<file path="src/rtl/wb_slave_load_sequencer_if.sv">
// Wishbone write-side bundle between the load sequencer (master) and the
// Theia core's WB slave unit.
interface wb_slave_load_sequencer_if #(
   parameter int WB_WIDTH = 32
) ();

   logic                CYC_O;
   logic                STB_O;
   logic                WE_O;
   logic                MST_O;
   logic [WB_WIDTH-1:0] ADR_O;
   logic [1:0]          TGA_O;
   logic [WB_WIDTH-1:0] DAT_O;
   logic                ACK_I;

   modport master (
      output CYC_O, STB_O, WE_O, MST_O, ADR_O, TGA_O, DAT_O,
      input  ACK_I
   );

   modport slave (
      input  CYC_O, STB_O, WE_O, MST_O, ADR_O, TGA_O, DAT_O,
      output ACK_I
   );

endinterface

</file>
<file path="src/rtl/wb_slave_load_sequencer.sv">
// Round-robin write sequencer that loads data rows (X/Y/Z) and instructions
// (X/Y) into a Theia WB slave, finishing each transfer with an MST-high/CYC-low commit.
module wb_slave_load_sequencer #(
   parameter int WB_WIDTH    = 32,
   parameter int ACK_TIMEOUT = 255
) (
   input  logic        CLK_I,
   input  logic        RST_I,
   input  logic        iReqValid0,
   input  logic        iReqValid1,
   input  logic        iReqIsInstr0,
   input  logic        iReqIsInstr1,
   input  logic [15:0] iReqAddress0,
   input  logic [15:0] iReqAddress1,
   input  logic [95:0] iReqData0,
   input  logic [95:0] iReqData1,
   output logic        oGrant0,
   output logic        oGrant1,
   output logic        oDone0,
   output logic        oDone1,
   output logic        oError0,
   output logic        oError1,
   wb_slave_load_sequencer_if.master wb
);

   typedef enum logic [2:0] {
      IDLE,
      SETUP,
      STROBE,
      GAP,
      COMMIT,
      ABORT
   } state_t;

   localparam logic [7:0] TMO_LAST = 8'(ACK_TIMEOUT - 1);

   state_t      state, next_state;
   logic [1:0]  word_q, word_d;
   logic [7:0]  tmo_q, tmo_d;
   logic        owner_q;
   logic        last_grant_q;
   logic        is_instr_q;
   logic [15:0] addr_q;
   logic [95:0] data_q;
   logic        grant_any;
   logic        grant_sel;
   logic [1:0]  last_word;
   logic [1:0]  dat_sel;
   logic [31:0] cur_word;
   logic [1:0]  cur_tga;

   assign last_word = is_instr_q ? 2'd1 : 2'd2;
   assign cur_tga   = is_instr_q ? 2'b10 : 2'b01;

   // An ACK landing in the last allowed STROBE cycle is taken before the timeout check.
   always_comb begin
      next_state = state;
      word_d     = word_q;
      tmo_d      = tmo_q;
      grant_any  = 1'b0;
      grant_sel  = 1'b0;
      case (state)
         IDLE: begin
            if (RST_I && (iReqValid0 || iReqValid1)) begin
               grant_any  = 1'b1;
               grant_sel  = (iReqValid0 && iReqValid1) ? ~last_grant_q : iReqValid1;
               word_d     = 2'd0;
               next_state = SETUP;
            end
         end
         SETUP: begin
            tmo_d      = 8'd0;
            next_state = STROBE;
         end
         STROBE: begin
            if (wb.ACK_I) begin
               if (word_q == last_word) begin
                  next_state = COMMIT;
               end else begin
                  word_d     = word_q + 2'd1;
                  next_state = GAP;
               end
            end else if (tmo_q == TMO_LAST) begin
               next_state = ABORT;
            end else begin
               tmo_d = tmo_q + 8'd1;
            end
         end
         GAP: begin
            tmo_d      = 8'd0;
            next_state = STROBE;
         end
         COMMIT:  next_state = IDLE;
         ABORT:   next_state = IDLE;
         default: next_state = IDLE;
      endcase
   end

   always_ff @(posedge CLK_I or negedge RST_I) begin
      if (!RST_I) begin
         state        <= IDLE;
         word_q       <= 2'd0;
         tmo_q        <= 8'd0;
         owner_q      <= 1'b0;
         last_grant_q <= 1'b1;
         is_instr_q   <= 1'b0;
         addr_q       <= 16'd0;
         data_q       <= 96'd0;
      end else begin
         state  <= next_state;
         word_q <= word_d;
         tmo_q  <= tmo_d;
         if (grant_any) begin
            owner_q      <= grant_sel;
            last_grant_q <= grant_sel;
            is_instr_q   <= grant_sel ? iReqIsInstr1 : iReqIsInstr0;
            addr_q       <= grant_sel ? iReqAddress1 : iReqAddress0;
            data_q       <= grant_sel ? iReqData1    : iReqData0;
         end
      end
   end

   // The word index already points past the acknowledged word during GAP, so step back one to hold DAT_O.
   always_comb begin
      dat_sel = (state == GAP) ? (word_q - 2'd1) : word_q;
      case (dat_sel)
         2'd0:    cur_word = data_q[95:64];
         2'd1:    cur_word = data_q[63:32];
         default: cur_word = data_q[31:0];
      endcase
   end

   always_comb begin
      wb.CYC_O = 1'b0;
      wb.STB_O = 1'b0;
      wb.WE_O  = 1'b0;
      wb.MST_O = 1'b0;
      wb.ADR_O = '0;
      wb.TGA_O = 2'b00;
      wb.DAT_O = '0;
      case (state)
         SETUP, COMMIT: begin
            wb.WE_O  = 1'b1;
            wb.MST_O = 1'b1;
            wb.ADR_O = WB_WIDTH'(addr_q);
            wb.TGA_O = cur_tga;
         end
         STROBE, GAP: begin
            wb.CYC_O = 1'b1;
            wb.STB_O = (state == STROBE);
            wb.WE_O  = 1'b1;
            wb.MST_O = 1'b1;
            wb.ADR_O = WB_WIDTH'(addr_q);
            wb.TGA_O = cur_tga;
            wb.DAT_O = WB_WIDTH'(cur_word);
         end
         default: ;
      endcase
   end

   assign oGrant0 = grant_any && !grant_sel;
   assign oGrant1 = grant_any &&  grant_sel;
   assign oDone0  = (state == COMMIT) && !owner_q;
   assign oDone1  = (state == COMMIT) &&  owner_q;
   assign oError0 = (state == ABORT)  && !owner_q;
   assign oError1 = (state == ABORT)  &&  owner_q;

endmodule

</file>
<file path="src/flat_wrapper.sv">
// flat-port wrapper written by rule: the top's interface ports become plain ports
module wb_slave_load_sequencer_flat 
#(
   parameter int WB_WIDTH    = 32,
   parameter int ACK_TIMEOUT = 255
)
  (CLK_I, RST_I, iReqValid0, iReqValid1, iReqIsInstr0, iReqIsInstr1, iReqAddress0, iReqAddress1, iReqData0, iReqData1, oGrant0, oGrant1, oDone0, oDone1, oError0, oError1, wb_CYC_O, wb_STB_O, wb_WE_O, wb_MST_O, wb_ADR_O, wb_TGA_O, wb_DAT_O, wb_ACK_I);
  wb_slave_load_sequencer_if #(.WB_WIDTH(WB_WIDTH)) wb_i ();
  input  logic CLK_I;
  input  logic RST_I;
  input  logic iReqValid0;
  input  logic iReqValid1;
  input  logic iReqIsInstr0;
  input  logic iReqIsInstr1;
  input  logic [15:0] iReqAddress0;
  input  logic [15:0] iReqAddress1;
  input  logic [95:0] iReqData0;
  input  logic [95:0] iReqData1;
  output logic oGrant0;
  output logic oGrant1;
  output logic oDone0;
  output logic oDone1;
  output logic oError0;
  output logic oError1;
  output wire logic [$bits(wb_i.CYC_O)-1:0] wb_CYC_O;
  output wire logic [$bits(wb_i.STB_O)-1:0] wb_STB_O;
  output wire logic [$bits(wb_i.WE_O)-1:0] wb_WE_O;
  output wire logic [$bits(wb_i.MST_O)-1:0] wb_MST_O;
  output wire logic [$bits(wb_i.ADR_O)-1:0] wb_ADR_O;
  output wire logic [$bits(wb_i.TGA_O)-1:0] wb_TGA_O;
  output wire logic [$bits(wb_i.DAT_O)-1:0] wb_DAT_O;
  input wire logic [$bits(wb_i.ACK_I)-1:0] wb_ACK_I;
  assign wb_CYC_O = wb_i.CYC_O;
  assign wb_STB_O = wb_i.STB_O;
  assign wb_WE_O = wb_i.WE_O;
  assign wb_MST_O = wb_i.MST_O;
  assign wb_ADR_O = wb_i.ADR_O;
  assign wb_TGA_O = wb_i.TGA_O;
  assign wb_DAT_O = wb_i.DAT_O;
  assign wb_i.ACK_I = wb_ACK_I;
  wb_slave_load_sequencer #(.WB_WIDTH(WB_WIDTH), .ACK_TIMEOUT(ACK_TIMEOUT)) u_core (.CLK_I(CLK_I), .RST_I(RST_I), .iReqValid0(iReqValid0), .iReqValid1(iReqValid1), .iReqIsInstr0(iReqIsInstr0), .iReqIsInstr1(iReqIsInstr1), .iReqAddress0(iReqAddress0), .iReqAddress1(iReqAddress1), .iReqData0(iReqData0), .iReqData1(iReqData1), .oGrant0(oGrant0), .oGrant1(oGrant1), .oDone0(oDone0), .oDone1(oDone1), .oError0(oError0), .oError1(oError1), .wb(wb_i));
endmodule
</file>
<file path="config.mk">
export PLATFORM = sky130hd
export DESIGN_NAME = wb_slave_load_sequencer_flat
export DESIGN_NICKNAME = d
export VERILOG_FILES = /design/src/rtl/wb_slave_load_sequencer_if.sv /design/src/rtl/wb_slave_load_sequencer.sv /design/src/flat_wrapper.sv
export SDC_FILE = /design/constraint.sdc
export NUM_CORES = 1
export LEC_CHECK = 0
export BUFFER_PORTS_ARGS = -buffer_cell sky130_fd_sc_hd__buf_4
export CAP_MARGIN = 40
export CORE_MARGIN = 2
export CORE_UTILIZATION = 30
export CTS_CLUSTER_SIZE = 40
export DETAILED_ROUTE_END_ITERATION = 10
export PLACE_DENSITY_LB_ADDON = 0.25
export SLEW_MARGIN = 5
export SYNTH_ARGS = -nofsm -noshare
export SYNTH_HDL_FRONTEND = slang
export SYNTH_SLANG_ARGS = --single-unit
</file>
<file path="constraint.sdc">
create_clock -name CLK_I -period 1.85 [get_ports CLK_I]
set_input_delay 0.185 -clock CLK_I [delete_from_list [all_inputs] [get_ports CLK_I]]
set_output_delay 0.185 -clock CLK_I [all_outputs]
set_load 0.02 [all_outputs]
</file>
==> results_dict.tcl, run 1 <==
set metrics [dict create \
    status "complete, but fails checks" \
    violations "negative setup slack" \
    die_w_um 156 \
    combPwrFrac_pct 57.1 \
    final_common_cell "buf_4" \
    rr_worst_depth 8 \
    dieArea_sq_um 24400 \
    post_dp_cell_area_sq_um 9790 \
    slowest_delay_ns 0.40 \
    cts_tree "yes" \
    cp.arrival_ns 2.08 \
    die_h_um 156 \
    worst-path-stages 7 \
    io_pins 307 \
    path_cells "nor4bb_2 -> buf_4 -> xnor2_4 -> buf_12 -> a32oi_1 -> a21oi_2 -> buf_6" \
    power.switching_mw 7.67 \
    wire_per_inst_um 18.1 \
    hold_depth 3 \
    cp_max_fo 17 \
    clkTransAtPathRegs_ns 0.06 \
    skew_ns 0.00856 \
    period_needed_ns 2.26 \
    final_cell_mix "268 x buf_4, 137 x nand2_1, 126 x dfrtp_1" \
    clk_latency_ns 0.42 \
    drc_errors 0 \
    setup_viol 175 \
    path_buf_inv 3 \
    cap_viol_max_count 0 \
    fin_crit_sh_pct 122 \
    fin_setup_tns_ns -32.45 \
    initial_core_util_pct 30.6 \
    numPortBuffers 290 \
    ant_nets 0 \
    p_per_area_nw_per_um2 1670 \
    synth_cell_types 44 \
    tightest_slew_ns 0.723 \
    core-area_sq_um 22700 \
    max_freq_mhz 442 \
    p_clk_share_pct 18.2 \
    grt_pass1_wl_um 34700 \
    slew_headroom_pct 51.8 \
    ys_seq_area_share_pct 46.1 \
    cts_max_path_buffers 2 \
    min_path_type "in -> reg" \
    antenna_cells 0 \
    stdcell_area_sq_um 11700 \
    p_int_mw 11.9 \
    share_seq_of_total_power_pct 24.8 \
    syn_to_final_growth_pct 68.1 \
    cpLargestDelayFamily "buffers and inverters" \
    async_flop_share_pct 100 \
    place.gp.congestion 0.775 \
    synth_edf_count 0 \
    htreeDepth 4 \
    swShare_pct 39.3 \
    cts_made_buffers 17 \
    rsz0062_at_grt "true" \
    syn-cell-area_sq_um 6950 \
    end_kind "primary output" \
    drt_iter0_drc 229 \
    root_buffer "clkbuf_16" \
    setup_ws_ns -0.413 \
    peakVddDrop_v 0.000693 \
    dp_hpwl_um 15700 \
    grt_max_degree 129 \
    placementRows 55 \
    p_leak_nw 5.64 \
    vias_per_cell 4.88 \
    crit_path_start_kind "flip-flop" \
    grt_use_total_pct 18.5 \
    synth_ff_type "dfrtp_1" \
    first_global_vias 6536 \
    dr.pass1.iters 4 \
    overflow 0 \
    cts.sinks 128 \
    criticalPathCategory "reg -> out" \
    drv_slew 0 \
    instances_no_fill 1367 \
    totalWireLength_um 24800 \
    final_nets 1303 \
    worst_ep_required_time_ns 1.66 \
    drive_gt1_share_pct 47.2 \
    slowest_stage "dfrtp_1" \
    antenna_found_initial 0 \
    syn_area_per_cell_sq_um 9.51 \
    vias 6665 \
    ys_seq_elements 128 \
    yosys_warnings 0 \
    hold_viol 0 \
    syn_inst 731 \
    pre_cts_ws_ns -0.0777 \
    p_total_mw 19.5 \
    placedCellCount 1292 \
]
## worst reg2reg max path: cells and delay by family, from the launching register on
family	cells	cell delay (ns)
AND/OR/NAND/NOR	1	0.59
flip-flops	1	0.40
AO/OA/AOI/OAI	1	0.17
buffers and inverters	6	0.89
## per-stage QoR
step | util, % | hold slack (ns)
after CTS | 48.2 | 0.0181
after detailed placement | 43.1 | 0.374
after floorplan | - | -0.111
after global routing | 51.4 | 0.0385
after global placement | 43.1 | 0.373
final | 51.4 | 0.0371
## cell type report
class                           count  area (sq um)
Clock buffer                       20           467
Multi-Input combinational cell    535          3780
Timing Repair Buffer              382          3690
Clock inverter                     11           155
Sequential cell                   128          3210
Inverter                            6          22.5
Fill cell                        2085         11000
Tap cell                          285           357
## path summary, 6_finish.rpt
check | startpoint | end | slack (ns)
min in group asynchronous | RST_I | u_core.data_q[50] | 0.46
max reg2reg | u_core.state[2] | u_core.addr_q[15] | -0.26
min | iReqData0[72] | u_core.data_q[72] | 0.04
max | u_core.state[2] | wb_DAT_O[14] | -0.41
max in group asynchronous | RST_I | u_core.addr_q[6] | 0.82
min reg2reg | u_core.addr_q[15] | u_core.addr_q[15] | 0.48
## registers in the layout, indices dropped and copies added, names as in the netlist
signal,cells
u_core.state,3
u_core.last_grant_q,1
u_core.owner_q,1
u_core.addr_q,16
u_core.tmo_q,8
u_core.is_instr_q,1
u_core.data_q,96
u_core.word_q,2
## power groups by stage
stage	logic (mW)	registers [mW]	clock network [mW]
CTS	9.91	4.80	3.62
detailed placement	8.44	4.81	0
global placement	8.26	4.78	0
global route	12.0	4.98	3.75
finish	11.1	4.84	3.55
floorplan	5.05	4.57	0
## timing repair
item | 4_1_cts | 5_1_grt
hold buffers | 1 | 0
buffers inserted | 12 | 11
gates cloned | 3 | 19
pin swaps | 20 | 15
resized for setup | 102 | 88
setup endpoints to repair | 58 | 178
hold endpoints to repair | 127 | 0
## synth_stat cells, types with 3 or more instances
cell type / count / share of area [%]
nor4bb_1: 3 / 0.43
nor2b_1: 5 / 0.45
o21ai_1: 91 / 6.6
nor2_1: 3 / 0.16
a32oi_1: 32 / 4.0
nand3_1: 5 / 0.36
buf_2: 19 / 1.4
o31ai_1: 3 / 0.32
o21ai_0: 28 / 2.0
buf_4: 17 / 1.8
buf_6: 11 / 1.8
a21oi_1: 34 / 2.4
mux2i_1: 115 / 17
inv_1: 5 / 0.27
nand2_1: 150 / 8.1
clkbuf_1: 30 / 1.6
dfrtp_1: 127 / 46
and2_1: 17 / 1.5
## cell families (layout without fill, tap and decap cells)
| group | count (synthesis) | count (layout) | share of synthesized area (%) |
|---|---|---|---|
| compound gates | 198 | 198 | 16.5 |
| xor+xnor | 4 | 4 | 0.504 |
| fa+ha+maj | 2 | 2 | 0.360 |
| buf+inv | 83 | 419 | 6.93 |
| flops | 128 | 128 | 46.1 |
| mux | 116 | 116 | 16.7 |
| other cells | 1 | 16 | 0.0540 |
| simple gates | 199 | 199 | 12.8 |
## routing by layer
layer / track usage [%] / up-vias / part of all wire, %
met5: 0 / - / 0
li1: - / 3241 / -
met2: 32.4 / 228 / 51
met4: 5.68 / 0 / 1.7
met1: 22.3 / 3173 / 41
met3: 4.58 / 23 / 6.2
Power figures use the tool's default switching activity.
==> inputs of run 2 (changes only) <==
--- a/config.mk
+++ b/config.mk
@@ -5,6 +5,7 @@
 export SDC_FILE = /design/constraint.sdc
 export NUM_CORES = 1
 export LEC_CHECK = 0
+export ABC_AREA = 1
 export BUFFER_PORTS_ARGS = -buffer_cell sky130_fd_sc_hd__buf_4
 export CAP_MARGIN = 40
 export CORE_MARGIN = 2
==> run 2 against run 1 <==
Net effect: the flow still finishes with violations (negative setup slack); clock-buffer cell count rose by 1; maximum frequency up 5.8%; total power grew 6.3%; register-to-register slack improved by 0.30 ns; clock power shrank 3%; utilization up 0.77 points; sequential share of layout area down 2.0 points; critical endpoint is now wb_DAT_O[19]; largest power group unchanged.
==> results_dict.tcl, run 2 <==
set metrics [dict create \
    post_dp_cell_area_sq_um 9930 \
    clk_latency_ns 0.43 \
    p_per_area_nw_per_um2 1650 \
    totalWireLength_um 31800 \
    muxShareOfSynthArea_pct 0 \
    root_buffer "clkbuf_16" \
    clkTransAtPathRegs_ns 0.06 \
    dr.pass1.iters 5 \
    core-area_sq_um 24100 \
    syn_to_final_growth_pct 72.2 \
    initial_core_util_pct 30.3 \
    grt_pass1_wl_um 47900 \
    synthAdderAreaFrac_pct 0.342 \
    drv_slew 0 \
    final_util_pct 52.2 \
    min_path_type "in -> reg" \
    power.switching_mw 9.30 \
    period_needed_ns 2.14 \
    swShare_pct 44.8 \
    yosysMostFrequentCell "nand2_1" \
    share_seq_of_total_power_pct 25.6 \
    cts.sinks 128 \
    numPortBuffers 290 \
    grt_use_total_pct 24.3 \
    die_w_um 160 \
    p_int_mw 11.5 \
    final_cell_mix "286 x buf_4, 273 x nand2_1, 137 x nor2_1" \
    cp.arrival_ns 1.95 \
    yosys_warnings 0 \
    drc_errors 0 \
    drive_gt1_share_pct 31.7 \
    stdcell_area_sq_um 12600 \
    synth_cell_types 25 \
    async_flop_share_pct 100 \
    cts_max_path_buffers 2 \
    cap_viol_max_count 0 \
    skew_ns 0.00875 \
    ys_seq_elements 128 \
    fin_crit_sh_pct 116 \
    path_cells "inv_2 -> nand3_4 -> nand2_4 -> nand2_8 -> buf_12 -> clkbuf_16 -> nand3_1 -> nand3_1 -> nand2_1 -> inv_1 -> buf_6" \
    p_clk_share_pct 16.7 \
    ant_nets 0 \
    antenna_cells 0 \
    synth_edf_count 0 \
    final_common_cell "buf_4" \
    top_regs "u_core.data_q (96), u_core.addr_q (16), u_core.tmo_q (8)" \
    path_buf_inv 5 \
    synthXorXnorAreaFrac_pct 0.359 \
    synth-simple-area-share_pct 35.1 \
    grt_max_degree 61 \
    vias 8492 \
    top_register "u_core.data_q" \
    status "complete, but fails checks" \
    wire_per_inst_um 17.6 \
    synth_compound_area_share_pct 8.52 \
    overflow 0 \
    end_kind "primary output" \
    setup_ws_ns -0.288 \
    r2r-start "u_core.state[2]" \
    cp_max_fo 7 \
    first_global_vias 8477 \
    instances_no_fill 1805 \
    syn_area_per_cell_sq_um 6.98 \
    placedCellCount 1632 \
    antenna_found_initial 0 \
    ys_seq_area_share_pct 43.8 \
    cts_tree "yes" \
    cts_made_buffers 17 \
    die_h_um 160 \
    drt_iter0_drc 473 \
    io_pins 307 \
    setup_viol 56 \
    r2r_setup_slack_ns 0.04 \
    cpLargestDelayFamily "buffers and inverters" \
    place.gp.congestion 0.821 \
    peakVddDrop_v 0.000888 \
    cpMostUsedCell "nand3_1" \
    violations "negative setup slack" \
    placementRows 57 \
    synth.largest_area_cell "dfrtp_1" \
    dp_hpwl_um 21500 \
    vias_per_cell 4.70 \
    syn-cell-area_sq_um 7310 \
    hold_start "iReqData1[12]" \
    startpoint "u_core.state[2]" \
    synth_top_area_share_pct 43.5 \
    dieArea_sq_um 25600 \
    syn_inst 1048 \
    crit_path_start_kind "flip-flop" \
    synth.area.top_cells "dfrtp_1 43%, nand2_1 15%, nand3_1 12%, nor2_1 7.3%, inv_1 5.0%" \
    criticalPathCategory "reg -> out" \
    synth_ff_type "dfrtp_1" \
    rsz0062_at_grt "true" \
    slowest_delay_ns 0.44 \
    htreeDepth 4 \
    hold_viol 0 \
    largest_register_ffs 96 \
    p_leak_nw 6.51 \
    synth_top_family_by_area "simple AND/OR/NAND/NOR gates" \
    p_total_mw 20.8 \
    synthTopCellsByCount "288 x nand2_1, 170 x nand3_1, 142 x nor2_1" \
    final_nets 1702 \
    combPwrFrac_pct 57.7 \
    worst_ep_required_time_ns 1.66 \
    slowest_stage "dfrtp_2" \
    max_freq_mhz 468 \
]
## run 2: cell types whose count changed after synthesis, sizes merged, moves of 5 or more
| cell | previous run | this run |
|---|---|---|
| a21oi | 34 | 48 |
| a32oi | 32 | 0 |
| and2 | 17 | 0 |
| buf | 47 | 71 |
| clkbuf | 30 | 9 |
| inv | 5 | 103 |
| mux2i | 115 | 0 |
| nand2 | 150 | 291 |
| nand3 | 5 | 170 |
| nor2 | 3 | 145 |
| nor2b | 5 | 0 |
| o21ai | 119 | 39 |
| o22ai | 1 | 30 |
## run 2: kinds of logic after synthesis
logic type / count (synthesis)
buffers and inverters: 183
adder cells (fa/ha/maj): 2
flip-flops: 128
AO/OA/AOI/OAI: 117
AND/OR/NAND/NOR: 614
XOR/XNOR: 3
other: 1
## run 2: path summary, 6_finish.rpt
kind                                       endpoint  depth (start not counted)
min in group asynchronous          u_core.data_q[2]                          3
worst max register to register    u_core.data_q[37]                         12
worst min-delay path              u_core.data_q[12]                          3
worst min register to register  u_core.last_grant_q                          2
worst max-delay path                   wb_DAT_O[19]                         11
max in group asynchronous       u_core.last_grant_q                          4
## run 2: final cells by class
cell class                 instances  area [sq um]
multi-input combinational        752          3700
fill                            2304         11500
inverter                         103           404
tap                              324           405
timing repair buffer             467          4280
clock inverter                    10           138
clock buffer                      21           450
sequential                       128          3210
## run 2: what timing repair did
item / CTS / global route
resized for setup: 82 / 63
buffers inserted: 15 / 4
pin swaps: 11 / 5
hold buffers: 117 / 0
endpoints found under the setup margin: 53 / 67
gates cloned: 4 / 3
endpoints found under the hold margin: 125 / 0
## run 2: worst min-delay path, cell delays in order
cell and delay, ns:
buf_4 0.11, nand2_1 0.05, a21oi_1 0.06
## run 2: through the flow
step	hold WS [ns]	TNS [ns]	worst slack (ns)
floorplan	-0.111	-0.482	-0.0482
global placement	0.401	0	0.110
detailed placement	0.219	0	0.0939
CTS	0.000175	-10.90	-0.293
global route	0.0101	-19.81	-0.410
finish	0.0134	-13.09	-0.288
## run 2: layer usage
metal / track usage, % / up-vias / part of all wire (%)
met1: 31.7 / 4015 / 44
li1: - / 4155 / -
met5: 0 / - / 0
met2: 40.4 / 284 / 48
met4: 7.37 / 0 / 2.3
met3: 5.53 / 38 / 5.7
## run 2: power by group through the flow
stage	registers, mW	logic (mW)	clock network, mW
after floorplan	4.65	5.98	0
after global placement	5.28	9.53	0
after detailed placement	5.28	9.60	0
after CTS	5.27	11.3	3.52
after global routing	5.45	13.0	3.64
final	5.33	12.0	3.46
